--- config.mk ---
export PLATFORM = sky130hd
export DESIGN_NAME = system
export DESIGN_NICKNAME = d
export VERILOG_FILES = /design/src/rtl/system_pkg.sv /design/src/rtl/system_seg7_scan.sv /design/src/rtl/system.sv
export SDC_FILE = /design/constraint.sdc
export NUM_CORES = 1
export LEC_CHECK = 0
export BUFFER_PORTS_ARGS = -buffer_cell sky130_fd_sc_hd__buf_2
export CAP_MARGIN = 20
export CORE_ASPECT_RATIO = 0.7
export CORE_UTILIZATION = 55
export CTS_CLUSTER_DIAMETER = 200
export CTS_CLUSTER_SIZE = 24
export DETAILED_ROUTE_END_ITERATION = 10
export HOLD_SLACK_MARGIN = 0.1
export PLACE_DENSITY_LB_ADDON = 0.2
export SLEW_MARGIN = 10
export SYNTH_ARGS = -nofsm -noshare
export SYNTH_HDL_FRONTEND = slang
export SYNTH_SLANG_ARGS = --single-unit
--- constraint.sdc ---
create_clock -name clk -period 2.6 [get_ports clk]
set_clock_uncertainty 0.1 [all_clocks]
set_input_delay 0.26 -clock clk [delete_from_list [all_inputs] [get_ports clk]]
set_output_delay 0.26 -clock clk [all_outputs]
set_load 0.1 [all_outputs]
--- src/rtl/system_pkg.sv ---
// Shared constants for the Fibonacci printer: parameter defaults, ASCII
// codes, the hex seven-segment font and the run-state encoding.
package system_pkg;

  localparam int NUM_TERMS_DEFAULT   = 24;
  localparam int BYTE_GAP_DEFAULT    = 16;
  localparam int REFRESH_DIV_DEFAULT = 1024;

  localparam logic [7:0] ASCII_ZERO    = 8'h30;
  localparam logic [7:0] ASCII_UPPER_A = 8'h41;
  localparam logic [7:0] ASCII_LF      = 8'h0A;

  // Active-low {dp, g..a}; bit 7 stays high so the decimal point is dark.
  localparam logic [7:0] SEG_BLANK = 8'hFF;
  localparam logic [7:0] SEG_TABLE [16] = '{
    8'hC0, 8'hF9, 8'hA4, 8'hB0, 8'h99, 8'h92, 8'h82, 8'hF8,
    8'h80, 8'h90, 8'h88, 8'h83, 8'hC6, 8'hA1, 8'h86, 8'h8E
  };

  typedef enum logic [1:0] {
    ST_RUN,    // streaming characters
    ST_FINAL,  // last newline just strobed
    ST_TRAP    // run complete, outputs frozen
  } run_state_e;

  // Uppercase hex digit as ASCII.
  function automatic logic [7:0] hex_to_ascii(input logic [3:0] nib);
    return (nib < 4'd10) ? (ASCII_ZERO + {4'h0, nib})
                         : (ASCII_UPPER_A + {4'h0, nib - 4'd10});
  endfunction

endpackage

--- src/rtl/system_seg7_scan.sv ---
// Eight-digit multiplexed seven-segment driver. Digit 0 is the rightmost;
// a set bit in the blank mask darkens that digit.
module seg7_scan
  import system_pkg::*;
#(
  parameter int REFRESH_DIV = REFRESH_DIV_DEFAULT
) (
  input  logic        clk,
  input  logic        resetn,
  input  logic [31:0] i_digit_value,
  input  logic [7:0]  i_blank_mask,
  output logic [7:0]  anode_array,
  output logic [7:0]  cathode_array
);

  localparam int DIV_W = $clog2(REFRESH_DIV);

  // Low DIV_W bits pace the refresh, top three bits select the digit.
  logic [DIV_W+2:0] r_scan;
  logic [2:0]       w_digit;
  logic [3:0]       w_nibble;
  logic [7:0]       r_anode;
  logic [7:0]       r_cathode;

  assign w_digit  = r_scan[DIV_W+2:DIV_W];
  assign w_nibble = i_digit_value[{w_digit, 2'b00} +: 4];

  // Free-running scan counter and registered segment/anode drive.
  always_ff @(posedge clk) begin
    // NOTE: sequential state uses non-blocking assignments so every flop
    // samples pre-edge values regardless of statement order.
    if (resetn) begin
      r_scan    <= '0;
      r_anode   <= 8'hFF;
      r_cathode <= SEG_BLANK;
    end else begin
      r_scan    <= r_scan + 1'b1;
      r_anode   <= ~(8'h01 << w_digit);
      r_cathode <= i_blank_mask[w_digit] ? SEG_BLANK : SEG_TABLE[w_nibble];
    end
  end

  assign anode_array   = r_anode;
  assign cathode_array = r_cathode;

endmodule

--- src/rtl/system.sv ---
// Fibonacci term printer: streams each 32-bit term as eight hex characters
// plus newline, then raises trap. The latest term (or its index) is shown
// on an eight-digit seven-segment display selected by switch.
module system
  import system_pkg::*;
#(
  parameter int NUM_TERMS   = NUM_TERMS_DEFAULT,
  parameter int BYTE_GAP    = BYTE_GAP_DEFAULT,
  parameter int REFRESH_DIV = REFRESH_DIV_DEFAULT
) (
  input  logic       clk,
  input  logic       resetn,
  input  logic       switch,
  output logic       trap,
  output logic [7:0] out_byte,
  output logic       out_byte_en,
  output logic [7:0] cathode_array,
  output logic [7:0] anode_array
);

  localparam int               GAP_W    = $clog2(BYTE_GAP);
  localparam logic [GAP_W-1:0] GAP_LAST = GAP_W'(BYTE_GAP - 1);
  localparam logic [7:0]       LAST_IDX = 8'(NUM_TERMS - 1);
  localparam logic [3:0]       CHAR_LF  = 4'd8;

  run_state_e       r_state, w_next_state;
  logic [GAP_W-1:0] r_gap;
  logic [3:0]       r_char;      // 0..7 hex digits, 8 newline
  logic [7:0]       r_index;
  logic [31:0]      r_fib_a;     // F(index)
  logic [31:0]      r_fib_b;     // F(index+1)
  logic [7:0]       r_out_byte;
  logic             r_out_en;
  logic [31:0]      r_disp_val;
  logic [7:0]       r_disp_idx;
  logic             r_sw_meta, r_sw_sync;

  logic             w_strobe;
  logic             w_last_byte;
  logic [2:0]       w_nib_sel;
  logic [3:0]       w_nibble;
  logic [7:0]       w_char_byte;
  logic [31:0]      w_scan_value;
  logic [7:0]       w_scan_blank;

  assign w_last_byte = (r_char == CHAR_LF) && (r_index == LAST_IDX);
  assign w_nib_sel   = 3'd7 - r_char[2:0];
  assign w_nibble    = r_fib_a[{w_nib_sel, 2'b00} +: 4];
  assign w_char_byte = (r_char == CHAR_LF) ? ASCII_LF : hex_to_ascii(w_nibble);

  // Run-state register.
  always_ff @(posedge clk) begin
    if (resetn) r_state <= ST_RUN;
    else        r_state <= w_next_state;
  end

  // Next state and strobe decision; trap follows one cycle after the last byte.
  always_comb begin
    // NOTE: every output of this block gets a default first so no path
    // leaves it unassigned, which would otherwise infer a latch.
    w_next_state = r_state;
    w_strobe     = 1'b0;
    case (r_state)
      ST_RUN: begin
        w_strobe = (r_gap == GAP_LAST);
        if (w_strobe && w_last_byte) w_next_state = ST_FINAL;
      end
      ST_FINAL: w_next_state = ST_TRAP;
      ST_TRAP:  w_next_state = ST_TRAP;
      default:  w_next_state = ST_RUN;
    endcase
  end

  assign trap = (r_state == ST_TRAP);

  // Byte pacing, character sequencing and term advance on each newline.
  always_ff @(posedge clk) begin
    if (resetn) begin
      r_gap      <= '0;
      r_char     <= '0;
      r_index    <= '0;
      r_fib_a    <= 32'd0;
      r_fib_b    <= 32'd1;
      r_out_byte <= 8'h00;
      r_out_en   <= 1'b0;
      r_disp_val <= '0;
      r_disp_idx <= '0;
    end else begin
      r_gap    <= (r_gap == GAP_LAST) ? '0 : r_gap + 1'b1;
      r_out_en <= w_strobe;
      if (w_strobe) begin
        r_out_byte <= w_char_byte;
        if (r_char == '0) begin
          r_disp_val <= r_fib_a;
          r_disp_idx <= r_index;
        end
        if (r_char == CHAR_LF) begin
          r_char <= '0;
          // The final term stays in place so the frozen value is the last one printed.
          if (!w_last_byte) begin
            r_fib_a <= r_fib_b;
            r_fib_b <= r_fib_a + r_fib_b;
            r_index <= r_index + 1'b1;
          end
        end else begin
          r_char <= r_char + 1'b1;
        end
      end
    end
  end

  // Two-flop synchronizer for the asynchronous display select.
  always_ff @(posedge clk) begin
    if (resetn) begin
      r_sw_meta <= 1'b0;
      r_sw_sync <= 1'b0;
    end else begin
      r_sw_meta <= switch;
      r_sw_sync <= r_sw_meta;
    end
  end

  assign w_scan_value = r_sw_sync ? {24'h0, r_disp_idx} : r_disp_val;
  assign w_scan_blank = r_sw_sync ? 8'hFC : 8'h00;

  assign out_byte    = r_out_byte;
  assign out_byte_en = r_out_en;

  seg7_scan #(
    .REFRESH_DIV (REFRESH_DIV)
  ) u_scan (
    .clk           (clk),
    .resetn        (resetn),
    .i_digit_value (w_scan_value),
    .i_blank_mask  (w_scan_blank),
    .anode_array   (anode_array),
    .cathode_array (cathode_array)
  );

endmodule

==> insert_results.sql, run 1 <==
INSERT INTO impl_metrics (metric_group, metric, value, unit) VALUES
('status', 'status', 'finished with violations', ''),
('status', 'failing_checks', 'negative setup slack', ''),
('global_route', 'grt_max_degree', '54', ''),
('placed_design', 'detailedPlacementHpwl', '14800', 'um'),
('pwr', 'peakVddDrop', '0.000406', 'V'),
('detailed_routing', 'drt_pre_antenna_iters', '5', ''),
('detailed_routing', 'detail_route.drc_violations', '0', ''),
('worst_setup_path', 'timing.critical_path.fanout_max', '3', ''),
('synth', 'postSynthRegisterBits', '160', ''),
('finish', 'area_delta_synth_final', '24.7', '%'),
('finish', 'share_of_cells_above_drive_strength_1', '0.237', ''),
('synth', 'number_of_standard_cells_after_synthesis', '1031', ''),
('pwr', 'pwr_dens', '486', 'mW/mm^2'),
('global_route', 'antenna_found_initial', '0', ''),
('placed_design', 'port_buffers', '26', ''),
('finish', 'layout.core_utilization', '0.710', ''),
('worst_setup_path', 'cp.arrival', '2.90', 'ns'),
('timing', 'tns', '-0.180', 'ns'),
('global_route', 'use_met3', '0.0472', ''),
('synth', 'ys_async_sr_fraction', '0', ''),
('synth', 'most_common_library_cells_after_synthesis', 'sky130_fd_sc_hd__nand2_1 (228), sky130_fd_sc_hd__dfxtp_1 (160), sky130_fd_sc_hd__a21oi_1 (138)', ''),
('global_route', 'grt_pass1_vias', '7127', ''),
('global_route', 'overflow', '0', ''),
('floorplanning', 'die_area', '0.0159', 'mm^2'),
('finish', 'layout.area.seq', '0.00322', 'mm^2'),
('floorplanning', 'die_width', '150', 'um'),
('timing', 'report.final.setup_viol', '5', ''),
('worst_setup_path', 'crit_path_start_kind', 'flip-flop', ''),
('synth', 'seq_area_frac_synth', '0.379', ''),
('finish', 'diodes', '0', ''),
('synth', 'post_synth_main_area_contributors', 'sky130_fd_sc_hd__dfxtp_1 (38%), sky130_fd_sc_hd__nand2_1 (10%), sky130_fd_sc_hd__a21oi_1 (8.2%)', ''),
('synth', 'yosys_warnings', '0', ''),
('synth', 'ys.flop_type', 'sky130_fd_sc_hd__dfxtp_1', ''),
('synth', 'syn-num-nets', '1081', ''),
('finish', 'final.fill_count', '1131', ''),
('pwr', 'leakagePower', '4.04', 'nW'),
('detailed_routing', 'totalWireLength', '22200', 'um'),
('timing', 'max_slew_margin', '0.626', ''),
('clock_tree', 'worstSkewPairLatency', '0.43', 'ns'),
('floorplanning', 'ioPinCount', '29', ''),
('worst_setup_path', 'critical_path_class', 'reg -> reg', ''),
('synth', 'synth_edf_count', '0', ''),
('timing', 'hold_violations', '0', ''),
('clock_tree', 'numClockSinks', '160', ''),
('global_route', 'grt_busiest_layer', 'met2', ''),
('worst_setup_path', 'critical_path.endpoint_type', 'flip-flop', ''),
('timing', 'clock.fmax', '377', 'MHz'),
('timing', 'tightestPinTransition', '0.561', 'ns'),
('timing', 'share_of_the_clock_period_used_by_the_worst_path_after_layout', '1.02', ''),
('clock_tree', 'cts_buffers', '17', ''),
('detailed_routing', 'dr.first_iter.drc_count', '491', ''),
('timing', 'worst_path_setup_slack_after_routing', '-0.0498', 'ns'),
('finish', 'multi_input_comb_area', '0.00521', 'mm^2'),
('global_route', 'grt_first_pass_wirelength', '35500', 'um'),
('synth', 'syn-cell-area', '0.00845', 'mm^2'),
('job', 'timing.max_cap.violations', '0', ''),
('global_route', 'gr-usage-met1', '0.408', ''),
('floorplanning', 'cell_rows', '37', ''),
('synth', 'synth_cell_type_count', '75', ''),
('detailed_routing', 'vias', '7934', ''),
('timing', 'layout_min_cycle_time', '2.65', 'ns'),
('clock_tree', 'max-clock-path-buffers', '2', ''),
('floorplanning', 'initial_utilization', '0.569', ''),
('clock_tree', 'cts_tree', 'built', ''),
('timing', 'slew_viol_final', '0', ''),
('detailed_routing', 'avgRoutedWirePerCell', '16.4', 'um'),
('hold_path', 'timing.hold.worst.class', 'in -> reg', ''),
('global_route', 'grt_util_all_layers', '0.284', ''),
('clock_tree', 'clkTransAtPathRegs', '0.08', 'ns'),
('synth', 'synth_area_leader_cell', 'sky130_fd_sc_hd__dfxtp_1', ''),
('synth', 'yosysMostFrequentCell', 'sky130_fd_sc_hd__nand2_1', '');
## worst paths after layout
check	startpoint	slack, ns	end	depth (start not counted)
max	r_fib_a[0]$_SDFFE_PP0P_	-0.05	r_fib_b[30]$_SDFFE_PP0P_	9
min	resetn	0.23	r_fib_a[10]$_SDFFE_PP0P_	2
min reg2reg	r_sw_meta$_SDFF_PP0_	0.34	r_sw_sync$_SDFF_PP0_	1
max reg2reg	r_fib_a[0]$_SDFFE_PP0P_	-0.05	r_fib_b[30]$_SDFFE_PP0P_	9
## per-layer routing
| layer | vias to the layer above | share of wire |
|---|---|---|
| li1 | 3875 | - |
| met1 | 3759 | 0.48 |
| met2 | 258 | 0.44 |
| met3 | 42 | 0.056 |
| met4 | 0 | 0.018 |
| met5 | - | 0 |
## timing repair
action,in CTS,in global routing
endpoints found under the hold margin,1,0
gates resized for setup,24,46
hold buffers,1,0
pin swaps,26,30
setup endpoints to repair,14,22
setup buffers,7,7
## power by group
group          internal, W  switching [W]  leakage [nW]
registers          0.00247      0.0000115          1.30
logic            0.0000275       0.000118          2.45
clock network      0.00129        0.00121         0.287
## cell type report
cell class / count / area share
Clock buffer: 17 / 0.0403
Clock inverter: 15 / 0.0158
Inverter: 19 / 0.00676
Multi-Input combinational cell: 788 / 0.494
Sequential cell: 160 / 0.305
Tap cell: 195 / 0.0231
Timing Repair Buffer: 160 / 0.114
## metrics by stage
stage / cells / total power, W / instance area, um^2
floorplan: 1031 / 0.00265 / 8450
global placement: 1308 / 0.00268 / 9530
detailed placement: 1308 / 0.00268 / 9530
CTS: 1348 / 0.00513 / 10300
global route: 1354 / 0.00525 / 10500
finish: 1354 / 0.00512 / 10500
## critical path, stage by stage (launching register included)
cell	delay (ns)
sky130_fd_sc_hd__dfxtp_2	0.36
sky130_fd_sc_hd__ha_4	0.15
sky130_fd_sc_hd__fa_2	0.20
sky130_fd_sc_hd__a21o_1	0.17
sky130_fd_sc_hd__a221oi_4	0.09
sky130_fd_sc_hd__or4_4	0.53
sky130_fd_sc_hd__a2111oi_4	0.41
sky130_fd_sc_hd__nor2_2	0.11
sky130_fd_sc_hd__o31a_1	0.27
sky130_fd_sc_hd__o211ai_1	0.18
## state kept, by name, summed over array words and instances (netlist names), 2 cells and up
register / cells
r_fib_b: 32
r_disp_idx: 8
r_char: 4
r_disp_val: 32
u_scan.anode_array: 8
r_fib_a: 32
out_byte: 7
r_gap: 4
r_index: 8
u_scan.cathode_array: 7
u_scan.r_scan: 13
r_state: 2
## kinds of logic after synthesis
logic type	count (synthesis)	share of synthesized area
and+or+nand+nor	418	0.226
AOI/OAI and AO/OA	260	0.192
xor gates and xnor gates	31	0.0321
DFF	160	0.379
buffers and inverters	83	0.0400
muxes	30	0.0599
other	2	0.000888
adders and majority gates	47	0.0704
## layout by cell type, fill, tap and decap left out, types with 5 or more instances in the layout
master	instances
sky130_fd_sc_hd__a21o_1	11
sky130_fd_sc_hd__a21oi_1	128
sky130_fd_sc_hd__a21oi_2	10
sky130_fd_sc_hd__a221oi_1	5
sky130_fd_sc_hd__and3_1	20
sky130_fd_sc_hd__buf_2	25
sky130_fd_sc_hd__buf_4	126
sky130_fd_sc_hd__clkbuf_16	17
sky130_fd_sc_hd__dfxtp_1	147
sky130_fd_sc_hd__dfxtp_2	13
sky130_fd_sc_hd__ha_1	40
sky130_fd_sc_hd__ha_4	6
sky130_fd_sc_hd__inv_1	18
sky130_fd_sc_hd__mux2_2	5
sky130_fd_sc_hd__mux2i_1	9
sky130_fd_sc_hd__mux4_2	16
sky130_fd_sc_hd__nand2_1	228
sky130_fd_sc_hd__nand2b_1	5
sky130_fd_sc_hd__nand3_1	32
sky130_fd_sc_hd__nand3b_1	5
sky130_fd_sc_hd__nand4_1	5
sky130_fd_sc_hd__nor2_1	55
sky130_fd_sc_hd__nor2b_1	10
sky130_fd_sc_hd__nor3_1	14
sky130_fd_sc_hd__nor4b_1	5
sky130_fd_sc_hd__o211ai_1	17
sky130_fd_sc_hd__o21a_1	6
sky130_fd_sc_hd__o21ai_0	26
sky130_fd_sc_hd__or3_1	10
sky130_fd_sc_hd__xnor2_1	14
sky130_fd_sc_hd__xor2_1	17
No activity file was read; power rests on OpenSTA's default activity.
==> run 2: changes to the inputs <==
==> constraint.sdc (replaced) <==
create_clock -name clk -period 2.6 [get_ports clk]
set_clock_uncertainty 0.1 [all_clocks]
set_input_delay 0.13 -clock clk [delete_from_list [all_inputs] [get_ports clk]]
set_output_delay 0.13 -clock clk [all_outputs]
set_load 0.1 [all_outputs]
==> run 2 against run 1 <==
  * The flow still finishes with violations (negative setup slack)
  * Largest cell class unchanged
  * Die area did not move
  * Design area fell by 1.7%
  * Critical endpoint is now r_fib_b[26]$_SDFFE_PP0P_
  * First-iteration DRC count rose by 21%
==> insert_results.sql, run 2 (synthesis results as in run 1) <==
INSERT INTO impl_metrics (metric_group, metric, value, unit) VALUES
('finish', 'most-common-layout-cells', 'sky130_fd_sc_hd__nand2_1 (228), sky130_fd_sc_hd__dfxtp_1 (148), sky130_fd_sc_hd__a21oi_1 (133)', ''),
('worst_setup_path', 'r2r_end', 'r_fib_b[26]$_SDFFE_PP0P_', ''),
('pwr', 'seq_power_share', '0.491', ''),
('hold_path', 'timing.hold.worst.class', 'reg -> reg', ''),
('floorplanning', 'fp.coreArea', '0.0149', 'mm^2'),
('detailed_routing', 'avgRoutedWirePerCell', '16.0', 'um'),
('detailed_routing', 'vias', '7798', ''),
('clock_tree', 'cts_tree', 'built', ''),
('worst_setup_path', 'critical_path.endpoint_type', 'flip-flop', ''),
('global_route', 'overflow', '0', ''),
('global_route', 'grt_pass1_vias', '7161', ''),
('detailed_routing', 'drt_pre_antenna_iters', '5', ''),
('floorplanning', 'die_height', '106', 'um'),
('floorplanning', 'die_area', '0.0159', 'mm^2'),
('global_route', 'grt_util_all_layers', '0.277', ''),
('pwr', 'clock_power_share', '0.480', ''),
('finish', 'diodes', '0', ''),
('global_route', 'grt_first_pass_wirelength', '34800', 'um'),
('hold_path', 'worst_hold_startpoint', 'u_scan.r_scan[0]$_SDFF_PP0_', ''),
('worst_setup_path', 'r2r_slack', '-0.1', 'ns'),
('timing', 'share_of_the_clock_period_used_by_the_worst_path_after_layout', '1.04', ''),
('placed_design', 'detailedPlacementHpwl', '14600', 'um'),
('detailed_routing', 'final_ant_viol_nets', '0', ''),
('detailed_routing', 'dr.first_iter.drc_count', '595', ''),
('pwr', 'pwr_dens', '487', 'mW/mm^2'),
('timing', 'report.final.setup_viol', '2', ''),
('timing', 'tns', '-0.164', 'ns'),
('finish', 'share_of_cells_above_drive_strength_1', '0.224', ''),
('worst_setup_path', 'r2r_cells', '10', ''),
('placed_design', 'port_buffers', '26', ''),
('pwr', 'leakagePower', '3.96', 'nW'),
('timing', 'hold_violations', '0', ''),
('floorplanning', 'initial_utilization', '0.569', ''),
('detailed_routing', 'totalWireLength', '21500', 'um'),
('worst_setup_path', 'critical_path_class', 'reg -> reg', ''),
('clock_tree', 'worstSkewPairLatency', '0.43', 'ns'),
('detailed_routing', 'avgViaCountPerCell', '5.80', ''),
('worst_setup_path', 'cp.arrival', '2.95', 'ns'),
('timing', 'layout_min_cycle_time', '2.70', 'ns'),
('pwr', 'power.internal', '0.00377', 'W'),
('floorplanning', 'ioPinCount', '29', ''),
('timing', 'tightestPinTransition', '0.708', 'ns'),
('finish', 'area_delta_synth_final', '22.6', '%'),
('clock_tree', 'max-clock-path-buffers', '2', ''),
('global_route', 'grt_max_degree', '72', ''),
('pwr', 'peakVddDrop', '0.000436', 'V'),
('worst_setup_path', 'timing.critical_path.fanout_max', '3', ''),
('global_route', 'antenna_found_initial', '0', ''),
('pwr', 'netSwitchingFraction', '0.253', ''),
('clock_tree', 'numClockSinks', '160', ''),
('worst_setup_path', 'crit_path_start_kind', 'flip-flop', ''),
('placed_design', 'pre_cts_slack', '-0.133', 'ns'),
('clock_tree', 'cts_buffers', '17', ''),
('job', 'timing.max_cap.violations', '0', ''),
('clock_tree', 'clockRootBuffer', 'sky130_fd_sc_hd__clkbuf_16', ''),
('timing', 'worst_path_setup_slack_after_routing', '-0.0959', 'ns'),
('placed_design', 'finalWeightedCongestion', '0.886', ''),
('timing', 'grt_setup_unrepaired', 'true', ''),
('clock_tree', 'htreeDepth', '4', ''),
('finish', 'layout.nets', '1187', ''),
('hold_path', 'hold-path-cell-count', '1', ''),
('finish', 'final.fill_count', '1187', ''),
('floorplanning', 'die_width', '150', 'um'),
('status', 'status', 'finished with violations', ''),
('timing', 'max_slew_margin', '0.528', ''),
('hold_path', 'hold_path_end', 'u_scan.r_scan[0]$_SDFF_PP0_', ''),
('worst_setup_path', 'reg2reg_from', 'r_fib_a[0]$_SDFFE_PP0P_', ''),
('worst_setup_path', 'cp_data_required_time', '2.85', 'ns'),
('finish', 'biggestRegsByFlops', 'r_disp_val x32, r_fib_a x32, r_fib_b x32', ''),
('clock_tree', 'clkTransAtPathRegs', '0.07', 'ns'),
('floorplanning', 'cell_rows', '37', ''),
('status', 'failing_checks', 'negative setup slack', ''),
('timing', 'clock.fmax', '371', 'MHz'),
('detailed_routing', 'detail_route.drc_violations', '0', ''),
('pwr', 'pwr-share-comb', '0.029', ''),
('finish', 'layout.cells.most_common', 'sky130_fd_sc_hd__nand2_1', ''),
('pwr', 'netSwitchingPower', '0.00127', 'W'),
('timing', 'slew_viol_final', '0', '');
[run 2: repair_timing]
action                     4_1_cts  5_1_grt
cloned                           0        0
hold buffers                     2        0
pin swaps                       23       29
setup endpoints to repair       11       22
gates resized for setup         20       29
buffers inserted                 3        4
hold endpoints to repair        17        0
[run 2: critical path: stages, from the launching register on]
cell and delay [ns]:
sky130_fd_sc_hd__dfxtp_2 0.36, sky130_fd_sc_hd__ha_4 0.14, sky130_fd_sc_hd__fa_2 0.19, sky130_fd_sc_hd__a21o_1 0.20
sky130_fd_sc_hd__a221oi_4 0.10, sky130_fd_sc_hd__or4_4 0.53, sky130_fd_sc_hd__a2111oi_4 0.42, sky130_fd_sc_hd__nor2_2 0.11
sky130_fd_sc_hd__buf_4 0.16, sky130_fd_sc_hd__o21a_1 0.17, sky130_fd_sc_hd__o211ai_1 0.14
[run 2: area by class of cell]
cell class / count / area (um^2) / share of cell area
Tap cell: 195 / 244 / 0.0235
Inverter: 19 / 71.3 / 0.00688
Multi-Input combinational cell: 788 / 5130 / 0.495
Sequential cell: 160 / 3220 / 0.311
Timing Repair Buffer: 151 / 1130 / 0.109
Clock inverter: 14 / 138 / 0.0133
Clock buffer: 18 / 429 / 0.0414
[run 2: worst max path at each step]
stage	from	endpoint	slack (ns)	cells past startpoint
after floorplan	r_fib_a[0]$_SDFFE_PP0P_	r_fib_b[24]$_SDFFE_PP0P_	0.02	9
after global placement	r_fib_a[0]$_SDFFE_PP0P_	r_fib_b[24]$_SDFFE_PP0P_	-0.12	9
after detailed placement	r_fib_a[0]$_SDFFE_PP0P_	r_fib_b[24]$_SDFFE_PP0P_	-0.13	9
after CTS	r_fib_b[0]$_SDFFE_PP1P_	r_fib_b[26]$_SDFFE_PP0P_	-0.10	10
after global routing	r_fib_a[0]$_SDFFE_PP0P_	r_fib_b[26]$_SDFFE_PP0P_	-0.18	10
final	r_fib_a[0]$_SDFFE_PP0P_	r_fib_b[26]$_SDFFE_PP0P_	-0.1	10
[run 2: routing by layer]
layer | part of all wire | GRT usage
met1 | 0.49 | 0.389
met2 | 0.43 | 0.428
met3 | 0.057 | 0.0550
met4 | 0.021 | 0.0801
met5 | 0 | 0
[run 2: power by group through the flow]
stage                     sequential, W  combinational [W]  clock, W
after detailed placement        0.00254           0.000143         0
final                           0.00248           0.000146   0.00242
after CTS                       0.00248           0.000145   0.00245
after global placement          0.00253           0.000142         0
after floorplan                 0.00258          0.0000744         0
after global routing            0.00248           0.000156   0.00256
[run 2: per-stage QoR]
step           instance area, um^2  utilization  cells  hold WS [ns]  power (W)
3_3_place_gp                  9500        0.639   1304         0.255    0.00268
4_1_cts                      10200        0.687   1341         0.345    0.00507
2_1_floorplan                 8450            -   1031         0.158    0.00265
6_report                     10400        0.697   1345         0.344    0.00504
5_1_grt                      10400        0.697   1345         0.359    0.00519
3_5_place_dp                  9500        0.639   1304         0.277    0.00268
